[src/rtl/ultracon_gen.sv]
// AXI4-Lite control/readback for an array of miner units: command issue, status, serial FIFO drain.
// Define ULTRACON_OFLOW_STICKY_EN for sticky, write-1-to-clear overflow words.
module ultracon_gen #(
  parameter int unsigned BLOCKS     = 192,
  parameter int unsigned SHIFT_BITS = 180,
  parameter int unsigned REQ_LAT    = 9,
  parameter int unsigned ADDR_W     = 12
) (
  input  logic              clk,
  input  logic              reset,
  input  logic [ADDR_W-1:0] i_axi_awaddr,
  input  logic              i_axi_awvalid,
  output logic              o_axi_awready,
  input  logic [31:0]       i_axi_wdata,
  input  logic [3:0]        i_axi_wstrb,
  input  logic              i_axi_wvalid,
  output logic              o_axi_wready,
  output logic [1:0]        o_axi_bresp,
  output logic              o_axi_bvalid,
  input  logic              i_axi_bready,
  input  logic [ADDR_W-1:0] i_axi_araddr,
  input  logic              i_axi_arvalid,
  output logic              o_axi_arready,
  output logic [31:0]       o_axi_rdata,
  output logic [1:0]        o_axi_rresp,
  output logic              o_axi_rvalid,
  input  logic              i_axi_rready,
  input  logic [BLOCKS-1:0] i_fifo_empty,
  input  logic [BLOCKS-1:0] i_fifo_oflow,
  input  logic [BLOCKS-1:0] i_fifo_bits,
  output logic [BLOCKS-1:0] o_fifo_req,
  output logic [19:0]       o_command,
  output logic [2:0]        o_opcode,
  output logic              o_turbo,
  output logic              o_strobe
);

  localparam int unsigned BLK_WORDS   = (BLOCKS + 31) / 32;
  localparam int unsigned BLK_PAD     = BLK_WORDS * 32;
  localparam int unsigned SHIFT_WORDS = (SHIFT_BITS + 31) / 32;
  localparam int unsigned SHIFT_PAD   = SHIFT_WORDS * 32;
  localparam int unsigned UNIT_W      = (BLOCKS > 1) ? $clog2(BLOCKS) : 1;
  localparam int unsigned CNT_MAX     = (SHIFT_BITS > REQ_LAT) ? SHIFT_BITS : REQ_LAT;
  localparam int unsigned CNT_W       = $clog2(CNT_MAX + 1);
  localparam int unsigned REG_CMD     = 32'h3C0;
  localparam int unsigned REG_STAT    = 32'h3C1;
  localparam logic [2:0]  OP_DRAIN    = 3'd5;

  typedef enum logic [1:0] {S_IDLE, S_REQ, S_WAIT, S_SHIFT} state_t;

  state_t                r_state, w_state_nxt;
  logic [CNT_W-1:0]      r_cnt, w_cnt_nxt;
  logic                  r_awready, r_bvalid, r_arready, r_rvalid;
  logic [31:0]           r_rdata, w_rdata;
  logic [BLOCKS-1:0]     r_empty, r_oflow, r_fifo_req;
  logic [SHIFT_BITS-1:0] r_shift;
  logic [SHIFT_BITS:0]   w_shift_cat;
  logic [UNIT_W-1:0]     r_unit;
  logic [19:0]           r_command;
  logic [2:0]            r_opcode;
  logic                  r_turbo, r_strobe, r_bad, r_done, r_reject;
  logic                  w_wr_hs, w_wr_en, w_cmd_wr, w_stat_wr, w_drain_req, w_unit_ok;
  logic                  w_set_done, w_set_bad, w_set_reject, w_busy;
  logic [BLK_PAD-1:0]    w_empty_pad, w_oflow_pad;
  logic [SHIFT_PAD-1:0]  w_shift_pad;
  int unsigned           w_aw_idx, w_ar_idx, w_ar_word;
  logic                  w_unused_ok;

  assign o_axi_awready = r_awready;
  assign o_axi_wready  = r_awready;
  assign o_axi_bvalid  = r_bvalid;
  assign o_axi_bresp   = 2'b00;
  assign o_axi_arready = r_arready;
  assign o_axi_rvalid  = r_rvalid;
  assign o_axi_rdata   = r_rdata;
  assign o_axi_rresp   = 2'b00;
  assign o_fifo_req    = r_fifo_req;
  assign o_command     = r_command;
  assign o_opcode      = r_opcode;
  assign o_turbo       = r_turbo;
  assign o_strobe      = r_strobe;

  assign w_unused_ok = ^{i_axi_wdata[31:29], i_axi_wdata[27], i_axi_wdata[23:20]};

  // Write decode; a zero byte strobe completes the handshake but changes nothing
  assign w_wr_hs     = r_awready & i_axi_awvalid & i_axi_wvalid;
  assign w_wr_en     = w_wr_hs & (|i_axi_wstrb);
  assign w_aw_idx    = 32'(i_axi_awaddr) >> 2;
  assign w_cmd_wr    = w_wr_en && (w_aw_idx == REG_CMD);
  assign w_stat_wr   = w_wr_en && (w_aw_idx == REG_STAT);
  assign w_drain_req = w_cmd_wr && (i_axi_wdata[26:24] == OP_DRAIN);
  assign w_unit_ok   = 32'(i_axi_wdata[9:0]) < BLOCKS;
  assign w_busy      = (r_state != S_IDLE);

  always_ff @(posedge clk or posedge reset) begin
    if (reset) begin
      r_awready <= 1'b0;
      r_bvalid  <= 1'b0;
      r_arready <= 1'b0;
      r_rvalid  <= 1'b0;
      r_rdata   <= '0;
    end else begin
      r_awready <= i_axi_awvalid & i_axi_wvalid & ~r_bvalid & ~r_awready;
      if (w_wr_hs)           r_bvalid <= 1'b1;
      else if (i_axi_bready) r_bvalid <= 1'b0;
      if (r_arready && i_axi_arvalid) begin
        r_rvalid  <= 1'b1;
        r_arready <= 1'b0;
        r_rdata   <= w_rdata;
      end else if (r_rvalid && i_axi_rready) begin
        r_rvalid  <= 1'b0;
        r_arready <= 1'b1;
      end else begin
        r_arready <= ~r_rvalid;
      end
    end
  end

  assign w_empty_pad = BLK_PAD'(r_empty);
  assign w_oflow_pad = BLK_PAD'(r_oflow);
  assign w_shift_pad = SHIFT_PAD'(r_shift);
  assign w_ar_idx    = 32'(i_axi_araddr) >> 2;
  assign w_ar_word   = w_ar_idx & 32'hFF;

  always_comb begin
    w_rdata = '0;
    case (w_ar_idx >> 8)
      32'd0: if (w_ar_word < BLK_WORDS)   w_rdata = w_empty_pad[w_ar_word*32 +: 32];
      32'd1: if (w_ar_word < BLK_WORDS)   w_rdata = w_oflow_pad[w_ar_word*32 +: 32];
      32'd2: if (w_ar_word < SHIFT_WORDS) w_rdata = w_shift_pad[w_ar_word*32 +: 32];
      32'd3: begin
        if (w_ar_idx == REG_CMD)
          w_rdata = {3'b0, r_turbo, 1'b0, r_opcode, 4'b0, r_command};
        else if (w_ar_idx == REG_STAT)
          w_rdata = {w_busy, 28'b0, r_reject, r_done, r_bad};
      end
      default: w_rdata = '0;
    endcase
  end

`ifdef ULTRACON_OFLOW_STICKY_EN
  logic [BLOCKS-1:0] w_oflow_clr;

  always_comb begin
    w_oflow_clr = '0;
    if (w_wr_en && ((w_aw_idx >> 8) == 32'd1)) begin
      for (int b = 0; b < int'(BLOCKS); b++)
        if (32'(b / 32) == (w_aw_idx & 32'hFF)) w_oflow_clr[b] = i_axi_wdata[b % 32];
    end
  end

  // Live overflow sets the sticky bit even when a clear lands in the same cycle
  always_ff @(posedge clk or posedge reset) begin
    if (reset) r_oflow <= '0;
    else       r_oflow <= (r_oflow & ~w_oflow_clr) | i_fifo_oflow;
  end
`else
  always_ff @(posedge clk or posedge reset) begin
    if (reset) r_oflow <= '0;
    else       r_oflow <= i_fifo_oflow;
  end
`endif

  always_ff @(posedge clk or posedge reset) begin
    if (reset) begin
      r_empty   <= '0;
      r_command <= '0;
      r_opcode  <= '0;
      r_turbo   <= 1'b0;
      r_strobe  <= 1'b0;
      r_bad     <= 1'b0;
      r_done    <= 1'b0;
      r_reject  <= 1'b0;
    end else begin
      r_empty <= i_fifo_empty;
      if (w_cmd_wr) begin
        r_turbo   <= i_axi_wdata[28];
        r_opcode  <= i_axi_wdata[26:24];
        r_command <= i_axi_wdata[19:0];
        r_strobe  <= ~r_strobe;
      end
      r_bad    <= w_set_bad    | (r_bad    & ~(w_stat_wr & i_axi_wdata[0]));
      r_done   <= w_set_done   | (r_done   & ~(w_stat_wr & i_axi_wdata[1]));
      r_reject <= w_set_reject | (r_reject & ~(w_stat_wr & i_axi_wdata[2]));
    end
  end

  // Drain sequencer: one request pulse, latency wait, then SHIFT_BITS serial samples
  always_comb begin
    w_state_nxt  = r_state;
    w_cnt_nxt    = r_cnt;
    w_set_done   = 1'b0;
    w_set_bad    = 1'b0;
    w_set_reject = 1'b0;
    case (r_state)
      S_IDLE: begin
        if (w_drain_req) begin
          if (w_unit_ok) w_state_nxt = S_REQ;
          else           w_set_bad   = 1'b1;
        end
      end
      S_REQ: begin
        w_cnt_nxt   = '0;
        w_state_nxt = (REQ_LAT == 1) ? S_SHIFT : S_WAIT;
      end
      S_WAIT: begin
        if (r_cnt == CNT_W'(REQ_LAT - 2)) begin
          w_cnt_nxt   = '0;
          w_state_nxt = S_SHIFT;
        end else begin
          w_cnt_nxt = r_cnt + 1'b1;
        end
      end
      S_SHIFT: begin
        if (r_cnt == CNT_W'(SHIFT_BITS - 1)) begin
          w_set_done  = 1'b1;
          w_state_nxt = S_IDLE;
        end else begin
          w_cnt_nxt = r_cnt + 1'b1;
        end
      end
      default: w_state_nxt = S_IDLE;
    endcase
    if ((r_state != S_IDLE) && w_drain_req) w_set_reject = 1'b1;
  end

  always_ff @(posedge clk or posedge reset) begin
    if (reset) begin
      r_state <= S_IDLE;
      r_cnt   <= '0;
    end else begin
      r_state <= w_state_nxt;
      r_cnt   <= w_cnt_nxt;
    end
  end

  assign w_shift_cat = {i_fifo_bits[r_unit], r_shift};

  always_ff @(posedge clk or posedge reset) begin
    if (reset) begin
      r_fifo_req <= '0;
      r_unit     <= '0;
      r_shift    <= '0;
    end else begin
      r_fifo_req <= '0;
      if ((r_state == S_IDLE) && (w_state_nxt == S_REQ)) begin
        r_unit     <= UNIT_W'(i_axi_wdata[9:0]);
        r_fifo_req <= BLOCKS'(1) << i_axi_wdata[9:0];
      end
      if (r_state == S_REQ)        r_shift <= '0;
      else if (r_state == S_SHIFT) r_shift <= w_shift_cat[SHIFT_BITS:1];
    end
  end

endmodule

[config.mk]
export PLATFORM = sky130hd
export DESIGN_NAME = ultracon_gen
export DESIGN_NICKNAME = d
export VERILOG_FILES = /design/src/rtl/ultracon_gen.sv
export SDC_FILE = /design/constraint.sdc
export NUM_CORES = 2
export LEC_CHECK = 0
export BUFFER_PORTS_ARGS = -buffer_cell sky130_fd_sc_hd__buf_4
export CAP_MARGIN = 5
export CORE_AREA = 2 2 356 358
export DETAILED_ROUTE_END_ITERATION = 8
export DIE_AREA = 0 0 358 360
export MAX_ROUTING_LAYER = met4
export PLACE_DENSITY = 0.47
export SKIP_CTS_REPAIR_TIMING = 1
export SLEW_MARGIN = 25
export SYNTH_ARGS = -nofsm -noshare
export SYNTH_HDL_FRONTEND = slang
export SYNTH_SLANG_ARGS = --single-unit
[constraint.sdc]
create_clock -name clk -period 28 [get_ports clk]
set_clock_uncertainty 0.2 [all_clocks]
set_input_delay 1.4 -clock clk [delete_from_list [all_inputs] [get_ports clk]]
set_output_delay 1.4 -clock clk [all_outputs]
set_load 0.01 [all_outputs]
==> impl_metrics.py <==
metrics = {
    "detailed_routing": {
        "highest_layer": "met4",
        "wl_met3_mm": 9.07,
        "detailroute.wirelength.met2_mm": 60.5,
        "wl_met1_mm": 46.1,
        "ant_nets": 0,
        "drt_first_iter_violations": 1448,
        "drc": 0,
        "avgRoutedWirePerCell_um": 24.1,
        "vias": 21900,
        "drt_wl_total_mm": 118,
        "firstDrtPassIters": 5,
        "via_per_inst": 4.47,
    },
    "timing": {
        "finalHoldViolCount": 0,
        "clock.fmax_ghz": 0.208,
        "period_needed_ns": 4.80,
        "worst_slew_pin_slew_ns": 0.993,
        "setup_viol_count_final": 0,
        "rsz0062_at_grt": "false",
        "setup_tns_ns": 0,
        "fin_hold_ws_ns": 0.264,
        "maxSlewHeadroom_pct": 33.8,
        "slew_violations": 0,
        "fin_ws_ns": 23.20,
        "fin_crit_sh_pct": 17.2,
    },
    "power_and_ir_drop": {
        "power.share.clock_pct": 47.3,
        "switching_share_pct": 22.5,
        "p_leak_nw": 20.0,
        "internal_power_mw": 2.11,
        "power.switching_mw": 0.612,
        "power_density_nw_per_um2": 62.7,
        "finalPower_mw": 2.72,
        "vdd_ir_drop_max_mv": 0.0470,
        "seqPwrFrac_pct": 45.9,
        "p_comb_share_pct": 6.9,
    },
    "setup_path": {
        "setup.worst_path.end_class": "asynchronous set/reset pin",
        "critPathMaxFanout": 165,
        "worst-setup-path-type": "primary input to asynchronous set/reset pin",
        "start_kind": "primary input",
        "worstPathArrival_ns": 5.25,
        "required_ns": 28.45,
    },
    "cts": {
        "cts_max_level": 3,
        "root_buffer": "clkbuf_16",
        "clk_latency_ns": 0.69,
        "numClockSinks": 838,
        "cts_tree": "built",
        "cts_buffer_depth": 3,
        "cts_made_buffers": 94,
        "path_clk_slew_ns": 0.06,
    },
    "synth": {
        "post-synth-top-count-cell": "dfrtp_1",
        "yosys.area.top_type": "dfrtp_1",
        "yosysWarnings": 0,
        "synth.avg_cell_area_sq_um": 13.7,
        "synth_edf_count": 0,
        "ys_seq_area_share_pct": 66.1,
        "synthCells": 2320,
        "synth_top_cell_area_share_pct": 66.1,
        "yosys-top-cells-count": "838 x dfrtp_1, 237 x nor2_1, 218 x o22ai_1, 189 x inv_1, 138 x mux4_2",
        "syn_area_sq_um": 31700,
        "ys_types": 57,
        "synthTopCellsByArea": "dfrtp_1 66%, mux4_2 9.8%, o22ai_1 4.3%, mux2i_1 4.3%, nor2_1 2.8%",
        "synth_ff_type": "dfrtp_1",
        "synth_seq_cells": 838,
        "ys_async_sr_fraction_pct": 100,
    },
    "floorplan": {
        "initial_utilization_pct": 25.4,
        "rows": 130,
        "core_sq_um": 125000,
        "die_h_um": 360,
        "die_w_um": 358,
        "ios": 901,
        "die_area_sq_um": 129000,
    },
    "grt": {
        "grt_pass1_wl_mm": 168,
        "grt_max_degree": 166,
        "grt.total_usage_pct": 18.6,
        "grt_pass1_vias": 23500,
        "gr-total-overflow": 0,
        "grt_antenna_before_repair": 11,
    },
    "placement": {
        "gp_congestion": 0.872,
        "placedCellCount": 4729,
        "hpwlAfterDp_mm": 88.9,
        "port_buffers": 884,
        "pre_cts_slack_ns": 22.06,
    },
    "outcome": {
        "outcome": "finished, final reports clean",
    },
    "min_path": {
        "hold_path.class": "register to register",
    },
    "final_layout": {
        "drive_above_1_share_pct": 39.3,
        "fin_nets": 3819,
        "fillers": 12500,
        "synthToLayoutAreaGrowth_pct": 37.0,
        "final_cells": 4903,
    },
    "run": {
        "maxCapViolCount": 0,
    },
}
[power by group through the flow]
stage / registers [mW] / clock network [mW] / logic [mW]
after global placement: 1.27 / 0 / 0.190
after global routing: 1.25 / 1.37 / 0.202
after detailed placement: 1.27 / 0 / 0.191
after CTS: 1.25 / 1.32 / 0.191
final: 1.25 / 1.29 / 0.187
after floorplan: 1.27 / 0 / 0.0791
[layout make-up]
class | instances | area, sq um | area share, %
antenna | 9 | 22.5 | 0.0518
clock buffer | 130 | 2750 | 6.33
clock inverter | 35 | 498 | 1.15
inverter | 190 | 721 | 1.66
multi-input combinational | 1131 | 9440 | 21.7
sequential | 838 | 21000 | 48.3
tap | 1650 | 2060 | 4.75
timing repair buffer | 920 | 6980 | 16.1
[sequential cells by signal (all words and copies together), names as in the netlist, 2 cells and up]
name and cells:
o_fifo_req 192, r_empty 192, r_cnt 8, o_command 20, o_axi_rdata 32, r_state 2, r_unit 8, o_opcode 3
r_oflow 192, r_shift 180
[through the flow]
stage | util, % | instance area (sq um)
global placement | 32.2 | 40200
CTS | 34.8 | 43400
detailed placement | 32.2 | 40200
floorplan | - | 31700
finish | 34.8 | 43500
global route | 34.8 | 43500
[layer usage]
| metal | vias to the layer above | global-route usage (%) |
|---|---|---|
| met2 | 783 | 31.6 |
| li1 | 9907 | - |
| met5 | - | - |
| met3 | 139 | 5.36 |
| met1 | 11100 | 21.6 |
| met4 | 0 | 4.26 |
[cells in the final DEF (no fill, tap or decap), types with 5 or more instances in the layout]
master and instances:
buf_4 912, dfrtp_1 835, nor2_1 235, o22ai_1 218, inv_1 188, mux4_2 138
mux2i_1 136, clkbuf_16 96, nand2_1 67, nand3_1 46, o21ai_0 44, mux2_2 32
a21oi_1 22, o22a_1 22, clkbuf_8 22, a2bb2oi_1 20, clkinv_2 19, o221ai_1 12
clkbuf_1 12, a22oi_1 10, nand2b_1 10, bufinv_16 10, diode_2 9, nor3_1 9
a22o_1 9, nor2b_1 8, nand2_4 8, a211oi_1 7, nand4_1 5
[cells by family (layout without fill, tap and decap cells)]
family	count (synthesis)	in the layout	synth area share [%]
AOI/OAI and AO/OA	381	381	7.91
adders and majority gates	1	1	0.0394
buffers and inverters	354	1275	4.28
other	1	13	0.0118
and+or+nand+nor	438	438	6.42
muxes	306	306	15.2
xor gates and xnor gates	1	1	0.0276
DFF	838	838	66.1
[worst paths after layout]
path | start | to | slack [ns] | cells past startpoint
min in group asynchronous | reset | r_oflow[88] | 0.67 | 2
setup / recovery | reset | r_shift[121] | 23.20 | 6
setup reg to reg | o_axi_awready | o_fifo_req[10] | 24.20 | 6
max in group clk | i_axi_araddr[2] | o_axi_rdata[13] | 23.61 | 7
hold / removal | o_strobe | o_strobe | 0.26 | 1
hold reg to reg | o_strobe | o_strobe | 0.26 | 1
[worst max-delay path, cell delays in order]
cell    delay [ns]
buf_4         0.13
inv_8         0.50
buf_4         0.66
buf_4         0.77
buf_12        0.64
buf_4         0.85
(Power assumes the default switching activity.)
